File: config.mk
export PLATFORM = sky130hd
export DESIGN_NAME = it_sequencer
export DESIGN_NICKNAME = d
export VERILOG_FILES = /design/src/rtl/it_sequencer_pkg.sv /design/src/rtl/it_sequencer_prio.sv /design/src/rtl/it_sequencer.sv
export SDC_FILE = /design/constraint.sdc
export NUM_CORES = 1
export LEC_CHECK = 0
export CAP_MARGIN = 10
export CORE_MARGIN = 3
export CORE_UTILIZATION = 36
export DETAILED_ROUTE_END_ITERATION = 16
export HOLD_SLACK_MARGIN = 0.15
export PLACE_DENSITY_LB_ADDON = 0.15
export SLEW_MARGIN = 20
export SYNTH_ARGS = -nofsm -noshare
export SYNTH_HDL_FRONTEND = slang
export SYNTH_SLANG_ARGS = --single-unit
File: constraint.sdc
create_clock -name clock -period 1.6 [get_ports clock]
set_input_delay 0.48 -clock clock [delete_from_list [all_inputs] [get_ports clock]]
set_output_delay 0.48 -clock clock [all_outputs]
set_load 0.005 [all_outputs]
File: src/rtl/it_sequencer_pkg.sv
// Shared definitions for the interrupt/halt sequencer: state encoding,
// default vector layout and the vector address helper.
package it_sequencer_pkg;

    typedef enum logic [2:0] {
        IT_IDLE    = 3'd0,
        IT_HALT    = 3'd1,
        IT_DRAIN   = 3'd2,
        IT_ENTER   = 3'd3,
        IT_SERVICE = 3'd4,
        IT_RETURN  = 3'd5
    } it_state_e;

    localparam logic [31:0] DEF_VECTOR_BASE   = 32'h0000_0010;
    localparam int unsigned DEF_VECTOR_STRIDE = 8;

    // Vector address for a cause index; wraps at 32 bits.
    function automatic logic [31:0] vec_addr(input logic [31:0] base,
                                             input logic [31:0] stride,
                                             input logic [2:0]  cause);
        return base + ({29'b0, cause} * stride);
    endfunction

endpackage

File: src/rtl/it_sequencer_prio.sv
// Fixed-priority encoder: bit 0 wins, reports valid and index of lowest set bit.
module it_prio_enc #(
    parameter int unsigned NUM_IRQ = 4
) (
    input  logic [NUM_IRQ-1:0] req_i,
    output logic               valid_o,
    output logic [2:0]         idx_o
);

    // Scan upward and keep the first set bit found.
    always_comb begin
        valid_o = 1'b0;
        idx_o   = '0;
        for (int unsigned i = 0; i < NUM_IRQ; i++) begin
            if (req_i[i] && !valid_o) begin
                valid_o = 1'b1;
                idx_o   = 3'(i);
            end
        end
    end

endmodule

File: src/rtl/it_sequencer.sv
// Interrupt and halt sequencer driving the PC unit override controls.
// State advances on the falling clock edge, alongside the PC register.
module it_sequencer
    import it_sequencer_pkg::*;
#(
    parameter int unsigned NUM_IRQ       = 4,
    parameter logic [31:0] VECTOR_BASE   = DEF_VECTOR_BASE,
    parameter int unsigned VECTOR_STRIDE = DEF_VECTOR_STRIDE,
    parameter int unsigned DRAIN_CYCLES  = 2
) (
    input  logic               clock,
    input  logic               reset,
    input  logic [NUM_IRQ-1:0] irq,
    input  logic               it_enable,
    input  logic [31:0]        current_pc,
    input  logic               do_flush_REG1,
    input  logic               do_hazard,
    input  logic               do_iret,
    input  logic               do_wfi,
    output logic               do_halt_pc,
    output logic               do_interrupt,
    output logic [31:0]        interrupt_pc,
    output logic               do_it_load_pc,
    output logic [31:0]        it_return_pc,
    output logic [NUM_IRQ-1:0] it_ack,
    output logic               it_active,
    output logic [2:0]         it_cause
);

    localparam logic [2:0]         DRAIN_LOAD = 3'(DRAIN_CYCLES - 1);
    localparam logic [NUM_IRQ-1:0] ACK_LSB    = NUM_IRQ'(1);

    it_state_e          state_q;
    logic [2:0]         cnt_q;
    logic               halt_q;
    logic               intr_q;
    logic               load_q;
    logic               active_q;
    logic [31:0]        ipc_q;
    logic [31:0]        rpc_q;
    logic [NUM_IRQ-1:0] ack_q;
    logic [2:0]         cause_q;

    logic               win_valid;
    logic [2:0]         win_idx;
    logic               pending;

    it_prio_enc #(
        .NUM_IRQ (NUM_IRQ)
    ) u_prio (
        .req_i   (irq),
        .valid_o (win_valid),
        .idx_o   (win_idx)
    );

    assign pending = it_enable && win_valid;

    // Sequencer FSM; every output is a register set on entry to its state.
    always_ff @(negedge clock or posedge reset) begin
        if (reset) begin
            state_q  <= IT_IDLE;
            cnt_q    <= '0;
            halt_q   <= 1'b0;
            intr_q   <= 1'b0;
            load_q   <= 1'b0;
            active_q <= 1'b0;
            ipc_q    <= '0;
            rpc_q    <= '0;
            ack_q    <= '0;
            cause_q  <= '0;
        end else begin
            intr_q <= 1'b0;
            load_q <= 1'b0;
            ack_q  <= '0;
            case (state_q)
                IT_IDLE: begin
                    if (pending && !do_flush_REG1 && !do_hazard) begin
                        state_q <= IT_DRAIN;
                        cnt_q   <= DRAIN_LOAD;
                        cause_q <= win_idx;
                        ipc_q   <= vec_addr(VECTOR_BASE, VECTOR_STRIDE, win_idx);
                        halt_q  <= 1'b1;
                    end else if (do_wfi) begin
                        state_q <= IT_HALT;
                        halt_q  <= 1'b1;
                    end
                end
                IT_HALT: begin
                    if (pending) begin
                        state_q <= IT_DRAIN;
                        cnt_q   <= DRAIN_LOAD;
                        cause_q <= win_idx;
                        ipc_q   <= vec_addr(VECTOR_BASE, VECTOR_STRIDE, win_idx);
                    end
                end
                IT_DRAIN: begin
                    if (cnt_q == '0) begin
                        state_q <= IT_ENTER;
                        rpc_q   <= current_pc;
                        halt_q  <= 1'b0;
                        intr_q  <= 1'b1;
                        ack_q   <= ACK_LSB << cause_q;
                    end else begin
                        cnt_q <= cnt_q - 3'd1;
                    end
                end
                IT_ENTER: begin
                    state_q  <= IT_SERVICE;
                    active_q <= 1'b1;
                end
                IT_SERVICE: begin
                    if (do_iret) begin
                        state_q <= IT_RETURN;
                        load_q  <= 1'b1;
                    end
                end
                IT_RETURN: begin
                    state_q  <= IT_IDLE;
                    active_q <= 1'b0;
                end
                default: begin
                    state_q  <= IT_IDLE;
                    halt_q   <= 1'b0;
                    active_q <= 1'b0;
                end
            endcase
        end
    end

    assign do_halt_pc    = halt_q;
    assign do_interrupt  = intr_q;
    assign interrupt_pc  = ipc_q;
    assign do_it_load_pc = load_q;
    assign it_return_pc  = rpc_q;
    assign it_ack        = ack_q;
    assign it_active     = active_q;
    assign it_cause      = cause_q;

endmodule

==> flow_summary.ini <==
[clocking]
cts.sinks = 49
cts_hold_buffers = 0
htreeDepth = 2
path_clk_slew_ns = 0.06
cts_tree = built
cts-root-buf = clkbuf_8
clockBufferDepth = 2
clk_latency_ns = 0.30
cts_buffers = 5

[place]
io_buffers = 87
pre_cts_ws_ns = -1.30
place_inst = 365
place_hpwl_um = 3980
gp_congestion = 0.736

[sta]
setup_viol = 65
rsz0062_at_grt = true
slew_viol_final = 0
whs_ns = 0.450
fin_skew_ns = 0.00227
post-route-worst-setup-slack_ns = -0.594
hold_viol_final = 0

[critical_path]
critPathKind = reg -> out
critPathLaunchType = flop
required_ns = 1.12
crit_path_end_kind = output pin
arrival_ns = 1.71
cp_max_fo = 2

[synth]
synth_compound_area_share_pct = 6.13
yosysMostFrequentCell = dfrtn_1
synth_mux_area_share_pct = 17.7
yosys.area.top_type = dfrtn_1
synth_fa_ha_area_share_pct = 1.10
yosys-top-cells-area = dfrtn_1 (54%), mux2_2 (16%), buf_4 (12%)
syn_avg_cell_area_um2 = 12.5
syn_area_um2 = 2260
synth_common_cells = dfrtn_1 (49), buf_4 (35), mux2_2 (32)
synth-edff-count = 0
async_flop_share_pct = 100
yosys.area_share.simple_pct = 7.07
yosys.area.top_type_share_pct = 54.1
synth_top_family_by_area = multiplexers
ys_ff_latch = 49
yosysWarnings = 0
synth.distinct_cells = 34
ys_seq_area_share_pct = 54.1
post_synth_xor_area_fraction_pct = 0
ys.flop_type = dfrtn_1
syn_inst = 181

[finish]
drive_above_1_share_pct = 54.9
seqCellArea_um2 = 1230
n_fill_cell = 483
num_antenna_cells = 0
fin_cells = 414
fin_util_pct = 63.7
multi_input_area_um2 = 1040
syn_to_final_growth_pct = 68.5
final_nets = 383

[global_route]
grt_pass1_vias = 1872
grtUsageTotal_pct = 16.7
antenna_found_initial = 0
grt_pass1_wl_um = 9620
grt_max_degree = 21
grt_overflow = 0

[routing]
drt_iter0_markers = 68
routed_wirelength_um = 6110
drt_pass1_iterations = 4
avgViaCountPerCell = 4.44
wire_per_inst_um = 14.8
vias = 1839
remaining_drc_errors = 0
ant_nets = 0

[pwr]
ir_worst_vdd_mv = 0.698
p_leak_nw = 1.94
powerDensity_nw_per_um2 = 1710

[die]
ios = 118
dieArea_um2 = 7280
rows = 28
start_util_pct = 37.8
die_x_um = 85.3
core-area_um2 = 5990
die_h_um = 85.3

[hold_path]
hp-class = reg -> reg

[run_status]
violations = negative setup slack
status = finished, violations left

[run]
cap_violations = 0
-- worst paths after layout --
check                           depth (start not counted)               end        startpoint  slack (ns)
worst min-delay path                                    1  it_return_pc[14]  it_return_pc[14]        0.45
worst max-delay path                                    2       it_cause[0]   interrupt_pc[3]       -0.59
worst min register to register                          1  it_return_pc[14]  it_return_pc[14]        0.45
worst max register to register                          8        state_q[0]          cnt_q[0]       -0.03
min in group asynchronous                               3   it_return_pc[7]             reset        1.30
max in group asynchronous                               3   it_return_pc[9]             reset        0.11
-- power breakdown --
group	switching (W)	total [W]	internal [W]
sequential	0.000295	0.00211	0.00182
clock	0.000408	0.000918	0.000510
combinational	0.00122	0.00349	0.00227
-- flip-flops by register name (all words and copies together) (netlist names) --
| signal | count |
|---|---|
| state_q | 3 |
| it_ack | 4 |
| it_active | 1 |
| do_halt_pc | 1 |
| do_interrupt | 1 |
| it_return_pc | 32 |
| interrupt_pc | 3 |
| do_it_load_pc | 1 |
| cnt_q | 3 |
-- worst max-delay path: stages, from the launching register on --
cell     delay (ns)
dfrtn_1        0.43
buf_6          0.11
buf_6          0.08
-- placed cells by master (no fill, tap or decap), types with 2 or more instances in the layout --
cell	synthesis	routed
clkbuf_8	0	6
nor2_1	5	5
inv_1	5	2
mux2_4	2	34
dlygate4sd2_1	0	7
a21oi_1	4	2
clkbuf_2	0	2
buf_4	35	57
buf_2	2	45
dfrtn_1	49	49
nand2b_1	3	3
buf_6	1	14
buf_12	0	5
a31o_2	2	2
clkdlybuf4s15_1	0	26
inv_2	1	2
conb_1	1	30
nand2_1	5	4
and3_4	0	2
nor3_1	4	3
clkdlybuf4s50_1	0	2
o21ai_0	5	5
-- through the flow --
step | setup TNS (ns) | instance area, um^2 | power [W]
3_5_place_dp | -62.82 | 3470 | 0.00523
4_1_cts | -27.56 | 3760 | 0.00632
6_report | -27.04 | 3820 | 0.00652
2_1_floorplan | -15.91 | 2510 | 0.00361
3_3_place_gp | -61.71 | 3470 | 0.00516
5_1_grt | -29.28 | 3820 | 0.00697
-- metal layers --
metal / track usage (%) / vias to the layer above / share of wire [%]
met4: 4.32 / 0 / 0.65
li1: - / 872 / -
met2: 28.0 / 71 / 50
met1: 22.2 / 892 / 42
met3: 3.40 / 4 / 7.1
met5: 0 / - / 0
-- cell type report --
type / count / area share, %
sequential: 49 / 32.1
clock inverter: 1 / 0.787
timing repair buffer: 160 / 34.1
multi-input combinational: 116 / 27.4
clock buffer: 7 / 2.26
tap: 75 / 2.46
inverter: 6 / 0.885
-- what timing repair did --
item / in CTS / in global routing
pin swaps: 7 / 6
gates resized for setup: 290 / 15
endpoints found under the setup margin: 87 / 88
setup buffers: 26 / 17
gates cloned: 3 / 0
-- cells by family (layout without fill, tap and decap cells) --
logic type,Yosys count,after routing
buffers and inverters,45,174
flip-flops,49,49
adder cells (fa/ha/maj),2,2
AND/OR/NAND/NOR,29,29
AO/OA/AOI/OAI,20,20
other,1,30
multiplexers,35,35
Power figures use the tool's default switching activity.
